[src/rtl/fluid_pkg.sv]
// Shared lattice constants and types for the D2Q9 fluid pipeline (initializer, display, solver).
package fluid_pkg;

  localparam int         GRID_W       = 205;
  localparam int         GRID_H       = 154;
  localparam logic [7:0] BARRIER_BYTE = 8'hFF;

  typedef enum logic [3:0] {
    DIR_REST = 4'd0,
    DIR_E    = 4'd1,
    DIR_N    = 4'd2,
    DIR_W    = 4'd3,
    DIR_S    = 4'd4,
    DIR_NE   = 4'd5,
    DIR_NW   = 4'd6,
    DIR_SW   = 4'd7,
    DIR_SE   = 4'd8
  } dir_e;

  typedef logic [8:0][7:0] cell_word_t;

  // Listed f8 down to f0; both sets sum to 144 so total mass matches either way.
  localparam cell_word_t REST_POP   = {8'd4, 8'd4, 8'd4, 8'd4, 8'd16, 8'd16, 8'd16, 8'd16, 8'd64};
  localparam cell_word_t INFLOW_POP = {8'd6, 8'd2, 8'd2, 8'd6, 8'd16, 8'd8, 8'd16, 8'd24, 8'd64};
  localparam cell_word_t BARRIER_WORD = {9{BARRIER_BYTE}};

  typedef enum logic [1:0] {
    ST_IDLE  = 2'd0,
    ST_SWEEP = 2'd1,
    ST_DONE  = 2'd2
  } state_e;

endpackage

[src/rtl/cell_classifier.sv]
// Combinational: maps a cell coordinate plus latched obstacle/inflow settings to its initial D2Q9 word.
module cell_classifier
  import fluid_pkg::*;
(
  input  logic [7:0]  i_x,
  input  logic [7:0]  i_y,
  input  logic [7:0]  i_obs_x,
  input  logic [7:0]  i_obs_y,
  input  logic [5:0]  i_obs_r,
  input  logic        i_inflow,
  output cell_word_t  o_word
);

  logic signed [8:0] w_dx;
  logic signed [8:0] w_dy;
  logic        [8:0] w_adx;
  logic        [8:0] w_ady;
  logic              w_border;
  logic              w_obstacle;

  assign w_dx  = $signed({1'b0, i_x}) - $signed({1'b0, i_obs_x});
  assign w_dy  = $signed({1'b0, i_y}) - $signed({1'b0, i_obs_y});
  assign w_adx = w_dx[8] ? $unsigned(-w_dx) : $unsigned(w_dx);
  assign w_ady = w_dy[8] ? $unsigned(-w_dy) : $unsigned(w_dy);

  assign w_border   = (i_x == 8'd0) || (i_x == 8'(GRID_W - 1)) ||
                      (i_y == 8'd0) || (i_y == 8'(GRID_H - 1));
  // Off-grid parts of the square never match a real coordinate, so clipping is implicit.
  assign w_obstacle = (w_adx <= {3'b000, i_obs_r}) && (w_ady <= {3'b000, i_obs_r});

  always_comb begin
    o_word = REST_POP;
    if (w_border || w_obstacle) begin
      o_word = BARRIER_WORD;
    end else if (i_inflow) begin
      o_word = INFLOW_POP;
    end
  end

endmodule

[src/rtl/grid_initializer.sv]
// Sweeps every BRAM cell once per accepted start, one registered write per unheld cycle; hold_in stalls the sweep.
// Cell k is written from edge E(k+1) after acceptance at E0; done_out pulses one cycle after the last write.
module grid_initializer
  import fluid_pkg::*;
#(
  parameter int BRAM_DEPTH = 31570
) (
  input  logic                          pixel_clk_in,
  input  logic                          rst_in,
  input  logic                          start_in,
  input  logic                          hold_in,
  input  logic                          inflow_en_in,
  input  logic [7:0]                    obs_x_in,
  input  logic [7:0]                    obs_y_in,
  input  logic [5:0]                    obs_r_in,
  output logic [$clog2(BRAM_DEPTH)-1:0] addr_out,
  output logic [8:0][7:0]               data_out,
  output logic                          we_out,
  output logic                          busy_out,
  output logic                          done_out
);

  localparam int ADDR_W = $clog2(BRAM_DEPTH);

  state_e            r_state;
  logic [7:0]        r_x;
  logic [7:0]        r_y;
  logic [ADDR_W-1:0] r_addr;
  logic              r_inflow;
  logic [7:0]        r_obs_x;
  logic [7:0]        r_obs_y;
  logic [5:0]        r_obs_r;
  logic [ADDR_W-1:0] r_addr_out;
  cell_word_t        r_data_out;
  logic              r_we;
  logic              r_busy;
  logic              r_done;

  state_e            w_state_nxt;
  logic [7:0]        w_x_nxt;
  logic [7:0]        w_y_nxt;
  logic [ADDR_W-1:0] w_addr_nxt;
  logic              w_latch;
  logic              w_emit;
  logic              w_busy_nxt;
  logic              w_done_nxt;
  logic              w_last;
  cell_word_t        w_word;

  cell_classifier u_classifier (
    .i_x      (r_x),
    .i_y      (r_y),
    .i_obs_x  (r_obs_x),
    .i_obs_y  (r_obs_y),
    .i_obs_r  (r_obs_r),
    .i_inflow (r_inflow),
    .o_word   (w_word)
  );

  assign w_last = (r_addr == ADDR_W'(BRAM_DEPTH - 1));

  always_comb begin
    w_state_nxt = r_state;
    w_x_nxt     = r_x;
    w_y_nxt     = r_y;
    w_addr_nxt  = r_addr;
    w_latch     = 1'b0;
    w_emit      = 1'b0;
    w_busy_nxt  = r_busy;
    w_done_nxt  = 1'b0;
    case (r_state)
      ST_IDLE: begin
        if (start_in) begin
          w_state_nxt = ST_SWEEP;
          w_x_nxt     = 8'd0;
          w_y_nxt     = 8'd0;
          w_addr_nxt  = '0;
          w_latch     = 1'b1;
          w_busy_nxt  = 1'b1;
        end
      end
      ST_SWEEP: begin
        // A held cycle leaves the counters alone so the same cell is re-emitted next time.
        if (!hold_in) begin
          w_emit = 1'b1;
          if (w_last) begin
            w_state_nxt = ST_DONE;
          end else begin
            w_addr_nxt = r_addr + ADDR_W'(1);
            if (r_x == 8'(GRID_W - 1)) begin
              w_x_nxt = 8'd0;
              w_y_nxt = r_y + 8'd1;
            end else begin
              w_x_nxt = r_x + 8'd1;
            end
          end
        end
      end
      ST_DONE: begin
        w_state_nxt = ST_IDLE;
        w_busy_nxt  = 1'b0;
        w_done_nxt  = 1'b1;
      end
      default: begin
        w_state_nxt = ST_IDLE;
        w_busy_nxt  = 1'b0;
      end
    endcase
  end

  always_ff @(posedge pixel_clk_in) begin
    if (rst_in) begin
      r_state    <= ST_IDLE;
      r_x        <= 8'd0;
      r_y        <= 8'd0;
      r_addr     <= '0;
      r_inflow   <= 1'b0;
      r_obs_x    <= 8'd0;
      r_obs_y    <= 8'd0;
      r_obs_r    <= 6'd0;
      r_addr_out <= '0;
      r_data_out <= '0;
      r_we       <= 1'b0;
      r_busy     <= 1'b0;
      r_done     <= 1'b0;
    end else begin
      r_state <= w_state_nxt;
      r_x     <= w_x_nxt;
      r_y     <= w_y_nxt;
      r_addr  <= w_addr_nxt;
      if (w_latch) begin
        r_inflow <= inflow_en_in;
        r_obs_x  <= obs_x_in;
        r_obs_y  <= obs_y_in;
        r_obs_r  <= obs_r_in;
      end
      if (w_emit) begin
        r_addr_out <= r_addr;
        r_data_out <= w_word;
      end
      r_we   <= w_emit;
      r_busy <= w_busy_nxt;
      r_done <= w_done_nxt;
    end
  end

  assign addr_out = r_addr_out;
  assign data_out = r_data_out;
  assign we_out   = r_we;
  assign busy_out = r_busy;
  assign done_out = r_done;

endmodule

[config.mk]
export PLATFORM = sky130hd
export DESIGN_NAME = grid_initializer
export DESIGN_NICKNAME = d
export VERILOG_FILES = /design/src/rtl/fluid_pkg.sv /design/src/rtl/cell_classifier.sv /design/src/rtl/grid_initializer.sv
export SDC_FILE = /design/constraint.sdc
export NUM_CORES = 1
export LEC_CHECK = 0
export BUFFER_PORTS_ARGS = -buffer_cell sky130_fd_sc_hd__buf_2
export CAP_MARGIN = 5
export CORE_UTILIZATION = 33
export DETAILED_ROUTE_END_ITERATION = 7
export PLACE_DENSITY = 0.56
export SYNTH_ARGS = -nofsm -noshare
export SYNTH_HDL_FRONTEND = slang
export SYNTH_SLANG_ARGS = --single-unit
[constraint.sdc]
create_clock -name pixel_clk_in -period 3.5 [get_ports pixel_clk_in]
set_clock_uncertainty 0.05 [all_clocks]
set_input_delay 0.175 -clock pixel_clk_in [delete_from_list [all_inputs] [get_ports pixel_clk_in]]
set_output_delay 0.175 -clock pixel_clk_in [all_outputs]
set_load 0.02 [all_outputs]
==> results.cfg, run 1 <==
[routing]
wl_met1_um = 5030
via_per_inst = 4.74
wl_met3_um = 567
ant_nets = 0
routed.top_layer = met4
routedWlPerCell_um = 12.6
wl_met2_um = 5350
drc = 0
vias = 4155
drtIter0Drc = 107
first_pass_iters = 4
finalWirelength_um = 11100

[placement]
portBuffers = 116
place_congestion = 0.823
place_area_mm2 = 0.00532
dpl.cell_count = 858
hpwl_um = 8190

[critical_path]
critPathSlowestCell = a2111oi_4
cp_max_fo = 6
cpMostUsedCell = nor2_1
slowest_delay_ns = 0.39
cp_cell_sequence = inv_2 -> ha_4 -> fa_2 -> nand2b_4 -> a211oi_4 -> o311a_1 -> o21ai_1 -> nand2b_1 -> nor2_1 -> xor2_1 -> ha_1 -> nand3_2 -> nor2_1 -> o31a_1 -> o22ai_1 -> nand4_1 -> a2111oi_4
start_kind = flop
reg2reg_depth = 17
critPathKind = reg -> reg
critPathRequiredTime_ns = 3.68
arrival_ns = 3.71
critPathCaptureType = flop

[timing]
setup_viol = 1
tightestPinTransition_ns = 0.743
relSlewSlack = 0.501
min_period_ns = 3.53
rsz0062_at_grt = yes
hold_violations = 0
fmax_mhz = 283
fin_crit_sh = 1.01
fin_setup_tns_ns = -0.0337
hold_slack_ns = 0.0265
finalWorstSetupSlack_ns = -0.0337
maxSlewViolCount = 0

[floorplanning]
dieWidth_um = 124
fp.dieH_um = 124
rows = 44
num_io_pins = 117
core-area_mm2 = 0.0145
die_area_mm2 = 0.0154
start_util = 0.339

[global_routing]
gr-total-overflow = 0
antenna_found_initial = 0
grt_pass1_vias = 3968
grt_pass1_wl_um = 18100
grt_usage = 0.151
grt_max_degree = 59

[synth]
yosys_warnings = 0
syn_avg_cell_area_um2 = 7.89
synth.distinct_cells = 58
yosysSeqAreaShare = 0.317
synthFlopType = dfxtp_1
syn_nets = 690
synth_area_mm2 = 0.00492
synth_edf_count = 0
synth_seq_cells = 78
async_flop_share = 0
synthCells = 624

[clock_tree]
cts_sinks = 78
h-tree-depth = 3
cts_buffer_depth = 2
root_buffer = clkbuf_16
insertion_delay_ns = 0.33
path_clk_slew_ns = 0.06
numCtsBuffers = 9
cts_tree = done

[finish]
drive_gt1_frac = 0.264
antennaDiodeCount = 0
design_area_mm2 = 0.00568
nets = 755
finalNonFillerCells = 876
areaGrowthSynthToFinish_pct = 15.4

[power]
p_leak_nw = 2.48
powerDensity_mw_per_mm2 = 441
ir_drop_mv = 0.287

[min_path]
holdPathStages = 3
hold_class = in -> reg

[flow_run]
cap_violations = 0

[status]
status = finished, violations left
violations = setup timing
-- Yosys cell counts, drive strengths merged, types with 5 or more instances --
| cell type | n | area share |
|---|---|---|
| a21oi | 61 | 0.062 |
| and3 | 5 | 0.0064 |
| nor3b | 5 | 0.0086 |
| xnor2 | 15 | 0.027 |
| clkbuf | 16 | 0.012 |
| nand4 | 10 | 0.013 |
| ha | 37 | 0.094 |
| nor2b | 7 | 0.0089 |
| nand2b | 11 | 0.014 |
| xor2 | 27 | 0.048 |
| nor2 | 70 | 0.053 |
| nand2 | 93 | 0.071 |
| nand3 | 13 | 0.013 |
| o21ai | 9 | 0.0091 |
| nor3 | 11 | 0.011 |
| inv | 33 | 0.025 |
| buf | 71 | 0.11 |
| dfxtp | 78 | 0.32 |
-- sequential cells by signal (all words and copies together) (netlist names), 2 cells and up --
register  count
addr_out     15
r_addr       15
r_obs_x       8
r_obs_y       8
r_x           8
r_y           8
r_obs_r       6
data_out      4
r_state       2
-- layout by cell type, fill, tap and decap left out, types with 4 or more instances in the layout --
master / count
nand2_1: 93
dfxtp_1: 77
nor3_1: 11
buf_2: 116
and3_1: 5
inv_1: 32
nor2b_1: 7
o21ai_0: 5
nand3_1: 11
nand2b_1: 10
buf_4: 25
nor2_1: 67
nand4_1: 10
nor3b_1: 4
a21oi_1: 58
xnor2_1: 15
ha_1: 36
xor2_1: 27
clkbuf_16: 9
-- worst paths after layout --
| kind | start | endpoint | slack [ns] |
|---|---|---|---|
| max | r_y[0] | data_out[5] | -0.03 |
| min reg2reg | addr_out[0] | addr_out[0] | 0.40 |
| min | obs_y_in[5] | r_obs_y[5] | 0.03 |
| max reg2reg | r_y[0] | data_out[5] | -0.03 |
-- worst max-delay path: cells and delay by family, from the launching register on --
family	cells	cell delay [ns]
compound gates	6	1.28
fa+ha+maj	3	0.81
simple gates	6	0.75
flops	1	0.33
xor+xnor	1	0.16
buf+inv	1	0.05
-- what timing repair did --
action | in CTS | in global routing
hold buffers | 0 | 0
gates resized for setup | 6 | 10
buffers inserted | 2 | 2
pin swaps | 13 | 12
setup endpoints to repair | 3 | 3
-- kinds of logic (layout without fill, tap and decap cells) --
kind of cell	Yosys count	after routing	synth area share
AO/OA/AOI/OAI	99	99	0.125
flip-flops	78	78	0.317
AND/OR/NAND/NOR	243	243	0.230
multiplexers	3	3	0.00635
buffers and inverters	120	188	0.144
XOR/XNOR	42	42	0.0747
adder cells (fa/ha/maj)	39	39	0.102
-- per-layer routing --
layer / vias to the layer above / global-route usage
met3: 10 / 0.0417
met2: 114 / 0.269
met5: - / 0
met1: 1876 / 0.179
met4: 0 / 0.0357
li1: 2155 / -
-- layout make-up --
type                       count  area, um^2
clock buffer                  10         239
clock inverter                 4        25.0
fill                        1506        8850
inverter                      33         124
multi-input combinational    426        2730
sequential                    78        1560
tap                          184         230
timing repair buffer         141         768
-- through the flow --
| step | worst slack (ns) | util | power (mW) |
|---|---|---|---|
| floorplan | 0.0228 | - | 1.51 |
| global placement | 0.0145 | 0.366 | 1.61 |
| detailed placement | -0.151 | 0.366 | 1.63 |
| CTS | -0.0646 | 0.387 | 2.52 |
| global route | -0.273 | 0.391 | 2.67 |
| finish | -0.0337 | 0.391 | 2.50 |
-- power by group --
group          leakage, nW  switching, mW  internal (mW)
combinational         1.72          0.417          0.312
sequential           0.634         0.0187          0.912
clock                0.126          0.357          0.488
total                 2.48          0.792           1.71
Note: power is estimated with default switching activity, not from simulation.
==> inputs of run 2 (changes only) <==
Settings changed: PLACE_DENSITY 0.56 to 0.55.
Clock period 3.5 ns to 3.8 ns, I/O delays scaled along.
==> run 2 against run 1 <==
Compared with the run above:
- sequential share of layout area rose by 0.10 points
- sequential power shrank 7.6%
- first-iteration DRC count is 11% lower
- the flow now finishes without violations
- wire length is 1.1% higher
==> results.cfg, run 2 (synthesis gave the netlist of run 1 again) <==
[power]
intPower_mw = 1.77
switchingPower_mw = 0.752
swShare = 0.298
totalPowerFinal_mw = 2.52
ir_drop_mv = 0.254
pwr-share-clk = 0.406
p_leak_nw = 2.48
powerDensity_mw_per_mm2 = 445
power_frac_comb = 0.253
seqPwrFrac = 0.340

[finish]
layout_common_cells = buf_2, nand2_1, dfxtp_1, nor2_1, a21oi_1
antennaDiodeCount = 0
areaGrowthSynthToFinish_pct = 15.2
drive_gt1_frac = 0.254
layout_commonest_cell = buf_2
nets = 745

[routing]
drc = 0
finalWirelength_um = 11200
first_pass_iters = 4
via_per_inst = 4.77
ant_nets = 0
drtIter0Drc = 95
routedWlPerCell_um = 12.9
vias = 4144

[critical_path]
cp_cell_sequence = inv_2 -> ha_4 -> fa_2 -> nand2b_4 -> a211oi_2 -> o311a_1 -> o21ai_1 -> nand2b_1 -> nor2_2 -> xor2_1 -> ha_1 -> a21oi_2 -> nor2b_1 -> o31a_1 -> o22ai_1 -> nand4_1 -> a2111oi_2
critPathKind = reg -> reg
cp_max_fo = 6
slowest_delay_ns = 0.36
critPathCaptureType = flop
timing.rr.end = data_out[5]
critPathRequiredTime_ns = 3.99
rrSetupSlack_ns = 0.14
arrival_ns = 3.85
reg2reg_depth = 17
start_kind = flop
critPathSlowestCell = fa_2
rr_startpoint = r_y[0]

[global_routing]
gr-total-overflow = 0
grtUsageMet3 = 0.0453
grt_max_degree = 59
grt_pass1_wl_um = 18100
grt_util_met2 = 0.258
grt.busiest_layer = met2
grt_pass1_vias = 3898
antenna_found_initial = 0
grt_use_met1 = 0.182
grt_usage = 0.152

[placement]
portBuffers = 116
dp_slack_ns = -0.0420
hpwl_um = 8220
place_congestion = 0.809

[clock_tree]
cts_buffer_depth = 2
cts_tree = done
h-tree-depth = 3
path_clk_slew_ns = 0.06
root_buffer = clkbuf_16
numCtsBuffers = 9
cts_sinks = 78
insertion_delay_ns = 0.34

[flow_run]
cap_violations = 0

[min_path]
holdPathStages = 3
hold_class = in -> reg
hp-start = inflow_en_in
min_to = r_inflow

[timing]
finalWorstSetupSlack_ns = 0.136
fin_setup_tns_ns = 0
setup_viol = 0
relSlewSlack = 0.493
fmax_mhz = 273
tightestPinTransition_ns = 0.761
hold_violations = 0
maxSlewViolCount = 0
min_period_ns = 3.66
rsz0062_at_grt = yes
fin_crit_sh = 0.964

[status]
status = completed

[floorplanning]
rows = 44
dieWidth_um = 124
core-area_mm2 = 0.0145
die_area_mm2 = 0.0154
start_util = 0.339
fp.dieH_um = 124
num_io_pins = 117
## run 2: changes by cell type in the layout (fill, tap and decap cells not counted), sizes merged
cell and delta:
inv +1, bufinv +3, clkinvlp -1, clkinv -1, buf -10
## run 2: critical path, delay by kind of cell, from the launching register on
| kind | cells | cell delay [ns] |
|---|---|---|
| AO/OA/AOI/OAI | 7 | 1.43 |
| adder cells (fa/ha/maj) | 3 | 0.86 |
| AND/OR/NAND/NOR | 5 | 0.67 |
| flip-flops | 1 | 0.33 |
| XOR/XNOR | 1 | 0.15 |
| buffers and inverters | 1 | 0.05 |
## run 2: final cells by class
| class | instances | area (um^2) |
|---|---|---|
| well taps | 184 | 230 |
| clock buffers | 10 | 239 |
| inverters | 33 | 124 |
| repair buffers | 131 | 693 |
| clock inverters | 6 | 118 |
| fillers | 1510 | 8860 |
| flip-flops and latches | 78 | 1570 |
| multi-input cells | 426 | 2700 |
## run 2: power by group through the flow
| stage | Clock, mW | Sequential (mW) | Combinational, mW |
|---|---|---|---|
| 5_1_grt | 1.08 | 0.862 | 0.720 |
| 2_1_floorplan | 0 | 0.882 | 0.502 |
| 4_1_cts | 1.05 | 0.858 | 0.612 |
| 3_3_place_gp | 0 | 0.875 | 0.588 |
| 6_report | 1.02 | 0.859 | 0.639 |
| 3_5_place_dp | 0 | 0.876 | 0.607 |
## run 2: routing by layer
layer / vias up / share of wire
met5: - / 0
met4: 0 / 0.017
met3: 16 / 0.051
met2: 90 / 0.47
met1: 1904 / 0.46
li1: 2134 / -
## run 2: worst max-delay path by stage
stage / end / slack (ns) / startpoint
3_5_place_dp: data_out[5] / -0.04 / r_y[1]
5_1_grt: data_out[5] / -0.08 / r_y[0]
3_3_place_gp: data_out[5] / 0.14 / r_y[0]
4_1_cts: data_out[5] / 0.009 / r_y[0]
2_1_floorplan: data_out[5] / 0.21 / r_y[0]
6_report: data_out[5] / 0.14 / r_y[0]
## run 2: per-stage QoR
stage / area (um^2) / hold slack, ns / util / std cells
final: 5670 / 0.0250 / 0.390 / 868
after global routing: 5670 / 0.0343 / 0.390 / 868
after CTS: 5590 / 0.0179 / 0.385 / 863
after detailed placement: 5220 / 0.386 / 0.359 / 847
after global placement: 5220 / 0.382 / 0.359 / 847
after floorplan: 4920 / 0.276 / - / 624
## run 2: timing repair
action | 4_1_cts | 5_1_grt
hold buffers | 0 | 0
pin swaps | 0 | 12
setup buffers | 0 | 5
gates resized for setup | 3 | 13
hold endpoints to repair | 0 | 0
setup endpoints to repair | 1 | 3
==> inputs of run 3 (changes only) <==
--- a/config.mk
+++ b/config.mk
@@ -10,4 +10,5 @@
 export CORE_UTILIZATION = 33
 export DETAILED_ROUTE_END_ITERATION = 7
+export HOLD_SLACK_MARGIN = 0.06
 export PLACE_DENSITY = 0.55
 export SYNTH_ARGS = -nofsm -noshare
==> constraint.sdc (replaced) <==
create_clock -name pixel_clk_in -period 3.8 [get_ports pixel_clk_in]
set_clock_uncertainty 0.05 [all_clocks]
set_input_delay 0.76 -clock pixel_clk_in [delete_from_list [all_inputs] [get_ports pixel_clk_in]]
set_output_delay 0.76 -clock pixel_clk_in [all_outputs]
set_load 0.02 [all_outputs]
==> run 3 against run 2 <==
Compared with the run above:
- setup slack better by 0.0046 ns
- sequential power barely moved
- final cell count down 0.23%
- largest power group unchanged
- fmax grew 0.13%
- via count decreased by 0.72%
- critical path depth is 1 higher
- global-route usage rose by 0.51 points
- clock-buffer cell count rose by 1
==> results.cfg, run 3 (synthesis gave the netlist of run 1 again) <==
[global_routing]
grt_max_degree = 59
gr-total-overflow = 0
antenna_found_initial = 0
grt_usage = 0.157
grt_pass1_wl_um = 18600
grt_pass1_vias = 3951

[timing]
setup_viol = 0
maxSlewViolCount = 0
fmax_mhz = 273
rsz0062_at_grt = yes
hold_violations = 0
min_period_ns = 3.66
fin_crit_sh = 0.963
tightestPinTransition_ns = 0.741
relSlewSlack = 0.506
fin_setup_tns_ns = 0

[placement]
hpwl_um = 8340
dpl.cell_count = 847
portBuffers = 116
place_congestion = 0.804

[clock_tree]
cts_tree = done
insertion_delay_ns = 0.34
numCtsBuffers = 9
cts_sinks = 78
path_clk_slew_ns = 0.07
h-tree-depth = 3
cts_buffer_depth = 2
root_buffer = clkbuf_16

[finish]
antennaDiodeCount = 0
nets = 743
layout_commonest_cell = buf_2
areaGrowthSynthToFinish_pct = 14.2
layout_common_cells = buf_2, nand2_1, dfxtp_1, nor2_1, a21oi_1
finalNonFillerCells = 866
fin_util = 0.387
drive_gt1_frac = 0.255

[critical_path]
critPathSlowestCell = fa_2
critPathCaptureType = flop
timing.rr.end = data_out[5]
rr_startpoint = r_y[0]
crit_start = r_y[0]
rrSetupSlack_ns = 0.14
cp_max_fo = 6
critPathRequiredTime_ns = 3.99
cpMostUsedCell = buf_4
slowest_delay_ns = 0.35
critPathKind = reg -> reg
cp_cell_sequence = inv_2 -> ha_4 -> fa_2 -> nand2b_4 -> a211oi_4 -> o311a_1 -> o21ai_1 -> nand2b_1 -> buf_4 -> buf_4 -> buf_6 -> a21oi_1 -> xor2_1 -> ha_1 -> o31a_1 -> o22ai_1 -> nand4_1 -> a2111oi_2
reg2reg_depth = 18
arrival_ns = 3.85
start_kind = flop
crit_end = data_out[5]

[floorplanning]
dieWidth_um = 124
core-area_mm2 = 0.0145
start_util = 0.339
fp.dieH_um = 124
num_io_pins = 117
die_area_mm2 = 0.0154
rows = 44

[routing]
ant_nets = 0
wl_met3_um = 464
via_per_inst = 4.75
vias = 4114
drc = 0
wl_met2_um = 5280
drtIter0Drc = 142
routedWlPerCell_um = 12.9
wl_met1_um = 5300
finalWirelength_um = 11200
routed.top_layer = met4
first_pass_iters = 4

[power]
powerDensity_mw_per_mm2 = 429
p_leak_nw = 2.45
ir_drop_mv = 0.233

[flow_run]
cap_violations = 0

[min_path]
hold_class = reg -> reg

[status]
status = completed
run 3: cell count changes in the layout (fill, tap and decap cells not counted), moves of 2 or more:
cell / delta
buf_4: -3
dfxtp_1: -3
a21oi_1: +3
inv_6: +2
dfxtp_2: +3
nor2_1: -3
nor2_2: +3
a21oi_2: -3
bufinv_16: -2
run 3: timing repair:
| item | in CTS | in global routing |
|---|---|---|
| cloned | 0 | 0 |
| setup endpoints to repair | 1 | 3 |
| hold buffers | 0 | 0 |
| pin swaps | 0 | 6 |
| setup buffers | 2 | 1 |
| endpoints found under the hold margin | 0 | 0 |
| resized for setup | 1 | 19 |
run 3: worst min path at each step:
| stage | from | endpoint | slack (ns) | cells past startpoint |
|---|---|---|---|---|
| floorplan | r_obs_r[1] | r_obs_r[1] | 0.39 | 2 |
| global placement | addr_out[5] | addr_out[5] | 0.39 | 2 |
| detailed placement | addr_out[11] | addr_out[11] | 0.39 | 2 |
| CTS | addr_out[11] | addr_out[11] | 0.40 | 2 |
| global route | addr_out[3] | addr_out[3] | 0.42 | 2 |
| finish | addr_out[11] | addr_out[11] | 0.40 | 2 |
run 3: metrics by stage:
stage / power, mW / area (um^2) / hold slack, ns / worst slack, ns
6_report: 2.41 / 5620 / 0.401 / 0.140
5_1_grt: 2.56 / 5620 / 0.419 / -0.0395
4_1_cts: 2.43 / 5560 / 0.404 / 0.0151
3_5_place_dp: 1.49 / 5220 / 0.395 / -0.0669
3_3_place_gp: 1.46 / 5220 / 0.395 / 0.138
2_1_floorplan: 1.38 / 4920 / 0.386 / 0.210
run 3: final cells by class:
cell class | instances | area (um^2)
Clock buffer | 11 | 253
Sequential cell | 78 | 1570
Clock inverter | 5 | 63.8
Inverter | 33 | 124
Multi-Input combinational cell | 426 | 2700
Fill cell | 1530 | 8910
Timing Repair Buffer | 129 | 682
Tap cell | 184 | 230
run 3: critical path, delay by kind of cell, from the launching register on:
family	cells	cell delay (ns)
adders and majority gates	3	0.85
DFF	1	0.34
buffers and inverters	4	0.39
xor gates and xnor gates	1	0.16
AOI/OAI and AO/OA	7	1.18
and+or+nand+nor	3	0.56
run 3: where the power goes:
group,internal (mW),total [mW],switching [mW],leakage [nW]
Sequential,0.840,0.859,0.0191,0.636
Clock,0.551,0.915,0.365,0.153
Combinational,0.261,0.635,0.374,1.66
run 3: per-layer routing:
metal  vias up  track usage
met4         0       0.0565
met5         -            0
li1       2134            -
met1      1877        0.191
met2        90        0.263
met3        13       0.0444
